===== src/rtl/maxpool_frame_ctrl.sv =====
// maxpool_frame_ctrl: streams CHANNELS binary feature maps from the conv bit-RAM through max_pooling
// and packs each pooled bit into the pool output bit-RAM, one channel at a time.
module maxpool_frame_ctrl #(
  parameter int WIDTH     = 26,
  parameter int HEIGHT    = 26,
  parameter int CHANNELS  = 4,
  parameter int RD_AW     = 12,
  parameter int WR_AW     = 10,
  parameter int DRAIN_MAX = 64
) (
  input  logic             clk,
  input  logic             rst_n,
  input  logic             start,
  output logic             busy,
  output logic             done,
  output logic             err,
  output logic             rd_en,
  output logic [RD_AW-1:0] rd_addr,
  input  logic             rd_data,
  output logic             pool_rst_n,
  output logic             pool_pixel,
  input  logic             pool_out,
  input  logic             pool_valid,
  output logic             wr_en,
  output logic [WR_AW-1:0] wr_addr,
  output logic             wr_data
);
  localparam int NPIX  = WIDTH * HEIGHT;
  localparam int NPOOL = (WIDTH / 2) * (HEIGHT / 2);
  localparam int PW    = $clog2(NPIX);
  localparam int OW    = $clog2(NPOOL + 1);
  localparam int CW    = CHANNELS > 1 ? $clog2(CHANNELS) : 1;
  localparam int DW    = DRAIN_MAX > 1 ? $clog2(DRAIN_MAX) : 1;
  typedef enum logic [2:0] {IDLE, CLR, FEED, DRAIN, NEXT, DONE} state_t;
  state_t           state_q, state_d;
  logic [CW-1:0]    ch_q, ch_d;
  logic [PW-1:0]    pix_q, pix_d;
  logic [OW-1:0]    out_q, out_d;
  logic [DW-1:0]    drn_q, drn_d;
  logic             clr_q, clr_d;
  logic             err_q, err_d;
  logic             rd_vld_q, rd_vld_d;
  logic             pool_pixel_q, pool_pixel_d;
  logic             wr_en_q, wr_en_d;
  logic [WR_AW-1:0] wr_addr_q, wr_addr_d;
  logic             wr_data_q, wr_data_d;
  logic             accept;
  always_comb begin
    state_d      = state_q;
    ch_d         = ch_q;
    pix_d        = pix_q;
    out_d        = out_q;
    drn_d        = drn_q;
    clr_d        = clr_q;
    err_d        = err_q;
    rd_vld_d     = rd_en;
    pool_pixel_d = rd_vld_q ? rd_data : 1'b0;
    accept       = pool_valid && (state_q == FEED || state_q == DRAIN) && out_q != OW'(NPOOL);
    wr_en_d      = accept;
    wr_addr_d    = accept ? WR_AW'(ch_q) * WR_AW'(NPOOL) + WR_AW'(out_q) : wr_addr_q;
    wr_data_d    = accept ? pool_out : wr_data_q;
    out_d        = accept ? out_q + 1'b1 : out_q;
    case (state_q)
      IDLE: if (start) begin
        state_d = CLR;
        ch_d    = '0;
        err_d   = 1'b0;
        clr_d   = 1'b0;
      end
      CLR: begin
        pix_d   = '0;
        out_d   = '0;
        clr_d   = ~clr_q;
        state_d = clr_q ? FEED : CLR;
      end
      FEED: begin
        pix_d = pix_q + 1'b1;
        drn_d = '0;
        state_d = pix_q == PW'(NPIX - 1) ? DRAIN : FEED;
      end
      DRAIN: begin
        drn_d = drn_q + 1'b1;
        if (out_q == OW'(NPOOL)) state_d = NEXT;
        else if (drn_q == DW'(DRAIN_MAX - 1)) begin
          err_d   = 1'b1;
          state_d = NEXT;
        end
      end
      NEXT: begin
        state_d = ch_q == CW'(CHANNELS - 1) ? DONE : CLR;
        ch_d    = ch_q == CW'(CHANNELS - 1) ? ch_q : ch_q + 1'b1;
      end
      DONE:    state_d = IDLE;
      default: state_d = IDLE;
    endcase
  end
  always_ff @(posedge clk or negedge rst_n) begin
    if (!rst_n) begin
      state_q      <= IDLE;
      ch_q         <= '0;
      pix_q        <= '0;
      out_q        <= '0;
      drn_q        <= '0;
      clr_q        <= 1'b0;
      err_q        <= 1'b0;
      rd_vld_q     <= 1'b0;
      pool_pixel_q <= 1'b0;
      wr_en_q      <= 1'b0;
      wr_addr_q    <= '0;
      wr_data_q    <= 1'b0;
    end else begin
      state_q      <= state_d;
      ch_q         <= ch_d;
      pix_q        <= pix_d;
      out_q        <= out_d;
      drn_q        <= drn_d;
      clr_q        <= clr_d;
      err_q        <= err_d;
      rd_vld_q     <= rd_vld_d;
      pool_pixel_q <= pool_pixel_d;
      wr_en_q      <= wr_en_d;
      wr_addr_q    <= wr_addr_d;
      wr_data_q    <= wr_data_d;
    end
  end
  // NEXT keeps the pooling block out of reset so the inter-channel reset pulse is exactly the CLR length
  assign pool_rst_n = state_q == FEED || state_q == DRAIN || state_q == NEXT;
  assign busy       = state_q != IDLE;
  assign done       = state_q == DONE;
  assign err        = err_q;
  assign rd_en      = state_q == FEED;
  assign rd_addr    = RD_AW'(ch_q) * RD_AW'(NPIX) + RD_AW'(pix_q);
  assign pool_pixel = pool_pixel_q;
  assign wr_en      = wr_en_q;
  assign wr_addr    = wr_addr_q;
  assign wr_data    = wr_data_q;
endmodule


===== config.mk =====
export PLATFORM = sky130hd
export DESIGN_NAME = maxpool_frame_ctrl
export DESIGN_NICKNAME = d
export VERILOG_FILES = /design/src/rtl/maxpool_frame_ctrl.sv
export SDC_FILE = /design/constraint.sdc
export NUM_CORES = 1
export LEC_CHECK = 0
export CAP_MARGIN = 10
export CORE_MARGIN = 2
export CORE_UTILIZATION = 40
export CTS_CLUSTER_DIAMETER = 120
export CTS_CLUSTER_SIZE = 40
export DETAILED_ROUTE_END_ITERATION = 8
export DONT_BUFFER_PORTS = 1
export GPL_TIMING_DRIVEN = 0
export SLEW_MARGIN = 20
export SYNTH_ARGS = -nofsm -noshare
export SYNTH_HDL_FRONTEND = slang
export SYNTH_SLANG_ARGS = --single-unit

===== constraint.sdc =====
create_clock -name clk -period 4.8 [get_ports clk]
set_input_delay 0.96 -clock clk [delete_from_list [all_inputs] [get_ports clk]]
set_output_delay 0.96 -clock clk [all_outputs]
set_load 0.02 [all_outputs]

==> key figures <==
Critical path
  – Crit-path slowest cell: o311ai_1
  – CP max stage delay: 720 ps
  – R2R Setup Slk: 2260 ps
  – Crit Reg-Reg Startpoint: ch_q[1]
  – RR Endpoint: wr_addr[9]
  – Setup CP Type: reg -> out
  – Startpoint types: flop
  – Max Fanout on Critical Path: 12
  – Worst reg2reg path depth: 6
  – Critical path endpoint category: output pin
  – WP data required: 3840 ps
  – Crit-path cells: ha_1 -> fa_1 -> a31oi_1 -> o21ai_0 -> o311ai_1
  – Crit path launch: ch_q[0]
  – Critical Path AT: 2810 ps

Timing
  – Fmax: 0.265 GHz
  – Hold_ws: 343 ps
  – Setup Viol. Count Final: 0
  – Worst slew pin tran: 761 ps
  – Post-route setup TNS: 0 ps
  – Fin crit period: 3770 ps
  – Max_slew headroom: 0.485
  – Final worst setup slack: 1030 ps
  – RSZ-0062 raised after global routing: false
  – Hold Violations, Final: 0
  – Fin. max-slew vios: 0
  – Clock skew: 7.51 ps
  – Period Utilization, post-route: 0.786

Power
  – Power Total: 1550 uW
  – PwrDens: 506 nW/um2
  – Peak supply drop: 0.189 mV
  – Leak Pwr: 0.00149 uW

Clock tree
  – Post-cts sizing count: 0
  – CTS tree: built
  – Root buf cell: clkbuf_8
  – Worst skew pair latency: 300 ps
  – CTS H-tree lvls: 2
  – Post-CTS Setup Repair Bufs: 0
  – Cts bufs inserted: 5
  – Clock sink total: 45
  – Reg clk slew, reported paths: 90 ps
  – Post-CTS Hold Buffers: 0
  – CTS Buffer Depth: 2

Drt
  – First-pass DRT Iterations: 5
  – Antenna viol nets, final: 0
  – Vias/cell: 5.45
  – Residual DRC: 0
  – Initial drt markers: 116
  – Via count: 2,179
  – Average wire per standard cell: 14.2 um
  – Final wirelength: 5700 um

Floorplanning
  – Die H: 88.6 um
  – Ports: 36
  – Core box area: 6870 um2
  – Total die area: 7850 um2
  – Std-Cell Rows: 30
  – Die span in x: 88.6 um
  – Starting Density: 0.417

Placed design
  – GP Congestion: 0.783
  – I/O Buffers: 0
  – Pre-CTS setup slack: 1070 ps
  – HPWL after detailed placement: 4150 um

Yosys
  – Synth Flop Type: dfrtp_1
  – Cells after synthesis: 296
  – Flip-flop and latch count after synthesis: 45
  – Syn Area/Cell: 9.67 um2
  – Sequential-to-total area share from yosys stat: 0.393
  – Synth async-reset ratio: 1.00
  – EDFF count, synth: 0
  – Yosys warning count: 0
  – Distinct cell type count after synthesis: 47
  – Mapped Nets: 330
  – Mapped Area: 2860 um2

Finish
  – Share of layout cells above drive strength 1: 0.0855
  – Final Core Density: 0.448
  – Fin nets: 337
  – Area Growth Syn to Fin: 7.39%
  – N_diodes: 0

Global route
  – GRT Total Usage: 0.164
  – Largest net degree at the start of global routing: 46
  – First-pass GRT wire length: 10,100 um
  – Vias in the first global route: 2,072
  – GRT Residual Overflow: 0
  – Initial antenna violation count: 0

Status
  – Status: complete, no violations

Job
  – Number of max-cap violations: 0

Worst hold path
  – Type of the most critical hold path: in -> async
[cells in the mapped netlist (4+ instances only)]
| master | count | area [um2] |
|---|---|---|
| and3_1 | 10 | 62.6 |
| nand3_1 | 10 | 50.1 |
| inv_1 | 11 | 41.3 |
| nor2_1 | 21 | 78.8 |
| a31oi_1 | 4 | 25.0 |
| xnor2_1 | 6 | 52.6 |
| mux2_2 | 5 | 56.3 |
| nor3_1 | 7 | 35.0 |
| xor2_1 | 9 | 78.8 |
| nand4_1 | 9 | 56.3 |
| or3_1 | 4 | 25.0 |
| nand3b_1 | 4 | 30.0 |
| a22o_1 | 5 | 43.8 |
| o21ai_0 | 26 | 130 |
| a2111oi_0 | 4 | 35.0 |
| a21oi_1 | 8 | 40.0 |
| dfrtp_1 | 45 | 1130 |
| ha_1 | 26 | 325 |
| mux2i_1 | 6 | 60.1 |
| nand2_1 | 28 | 105 |
[routing by layer]
layer | vias up | part of all wire | wire (um) | GRT usage
li1 | 1097 | - | - | -
met3 | 6 | 0.031 | 177 | 0.0299
met4 | 0 | 0.012 | 71 | 0.0482
met2 | 38 | 0.47 | 2690 | 0.254
met5 | - | 0 | 0 | 0
met1 | 1038 | 0.48 | 2760 | 0.236
[flip-flops by register name, indices dropped and copies added, names as in the netlist]
| name | count |
|---|---|
| err | 1 |
| out_q | 8 |
| wr_en | 1 |
| ch_q | 2 |
| wr_addr | 10 |
| pix_q | 10 |
| wr_data | 1 |
| state_q | 3 |
| clr_q | 1 |
| rd_vld_q | 1 |
| pool_pixel | 1 |
| drn_q | 6 |
[per-stage QoR]
stage / instances / instance area (um2)
after floorplan: 296 / 2860
after global placement: 392 / 2980
after detailed placement: 392 / 2980
after CTS: 400 / 3070
after global routing: 400 / 3070
final: 400 / 3070
[power breakdown]
part	switching, uW	internal (uW)	total (uW)	leakage (uW)
logic	411	250	661	0.000847
clock network	138	102	240	0.0000364
registers	171	483	653	0.000602
[area by class of cell]
class	instances	area (um2)
fill	665	3790
inverter	13	61.3
sequential	45	1130
multi-input combinational	228	1610
tap	96	120
buffer	10	63.8
clock buffer	5	68.8
clock inverter	3	22.5
[worst max-delay path by stage]
stage / to / slack [ps] / cells after the start
floorplan: rd_addr[10] / 1400 / 5
global placement: rd_addr[10] / 1110 / 5
detailed placement: rd_addr[10] / 1070 / 5
CTS: rd_addr[10] / 730 / 5
global route: rd_addr[10] / 820 / 5
finish: rd_addr[10] / 1030 / 5
[layout by cell type (no fill, tap or decap), types with 2 or more instances in the layout]
cell type,netlist,final
dfrtp_1,45,45
nand2_1,28,28
o21ai_0,26,26
ha_1,26,26
nor2_1,21,21
inv_1,11,11
and3_1,10,10
nand3_1,10,10
nand4_1,9,9
xor2_1,9,9
a21oi_1,8,8
nor3_1,7,7
xnor2_1,6,6
mux2i_1,6,6
a22o_1,5,5
mux2_2,5,5
clkbuf_8,0,5
a31oi_1,4,4
a2111oi_0,4,4
or3_1,4,4
nand3b_1,4,4
buf_2,3,3
a21o_1,3,3
clkbuf_1,3,3
and2_1,3,3
o211ai_1,3,3
o31ai_1,3,3
nor2b_1,3,3
clkinvlp_4,0,3
nand2b_1,2,2
buf_6,2,2
nor3b_2,2,2
nor4_1,2,2
a211oi_1,2,2
fa_1,2,2
buf_4,2,2
[critical path: cells and delay by family, from the launching register on]
| kind | cells | cell delay (ps) |
|---|---|---|
| AOI/OAI and AO/OA | 3 | 1210 |
| adders and majority gates | 2 | 720 |
| DFF | 1 | 570 |
[cells by family (layout without fill, tap and decap cells)]
kind of cell    after synthesis  count (layout)  share of synthesized area
buf+inv                      23              31                     0.0437
simple gates                111             111                      0.208
mux                          11              11                     0.0406
xor+xnor                     15              15                     0.0459
flops                        45              45                      0.393
fa+ha+maj                    28              28                      0.128
compound gates               63              63                      0.140
Power figures use the tool's default switching activity.
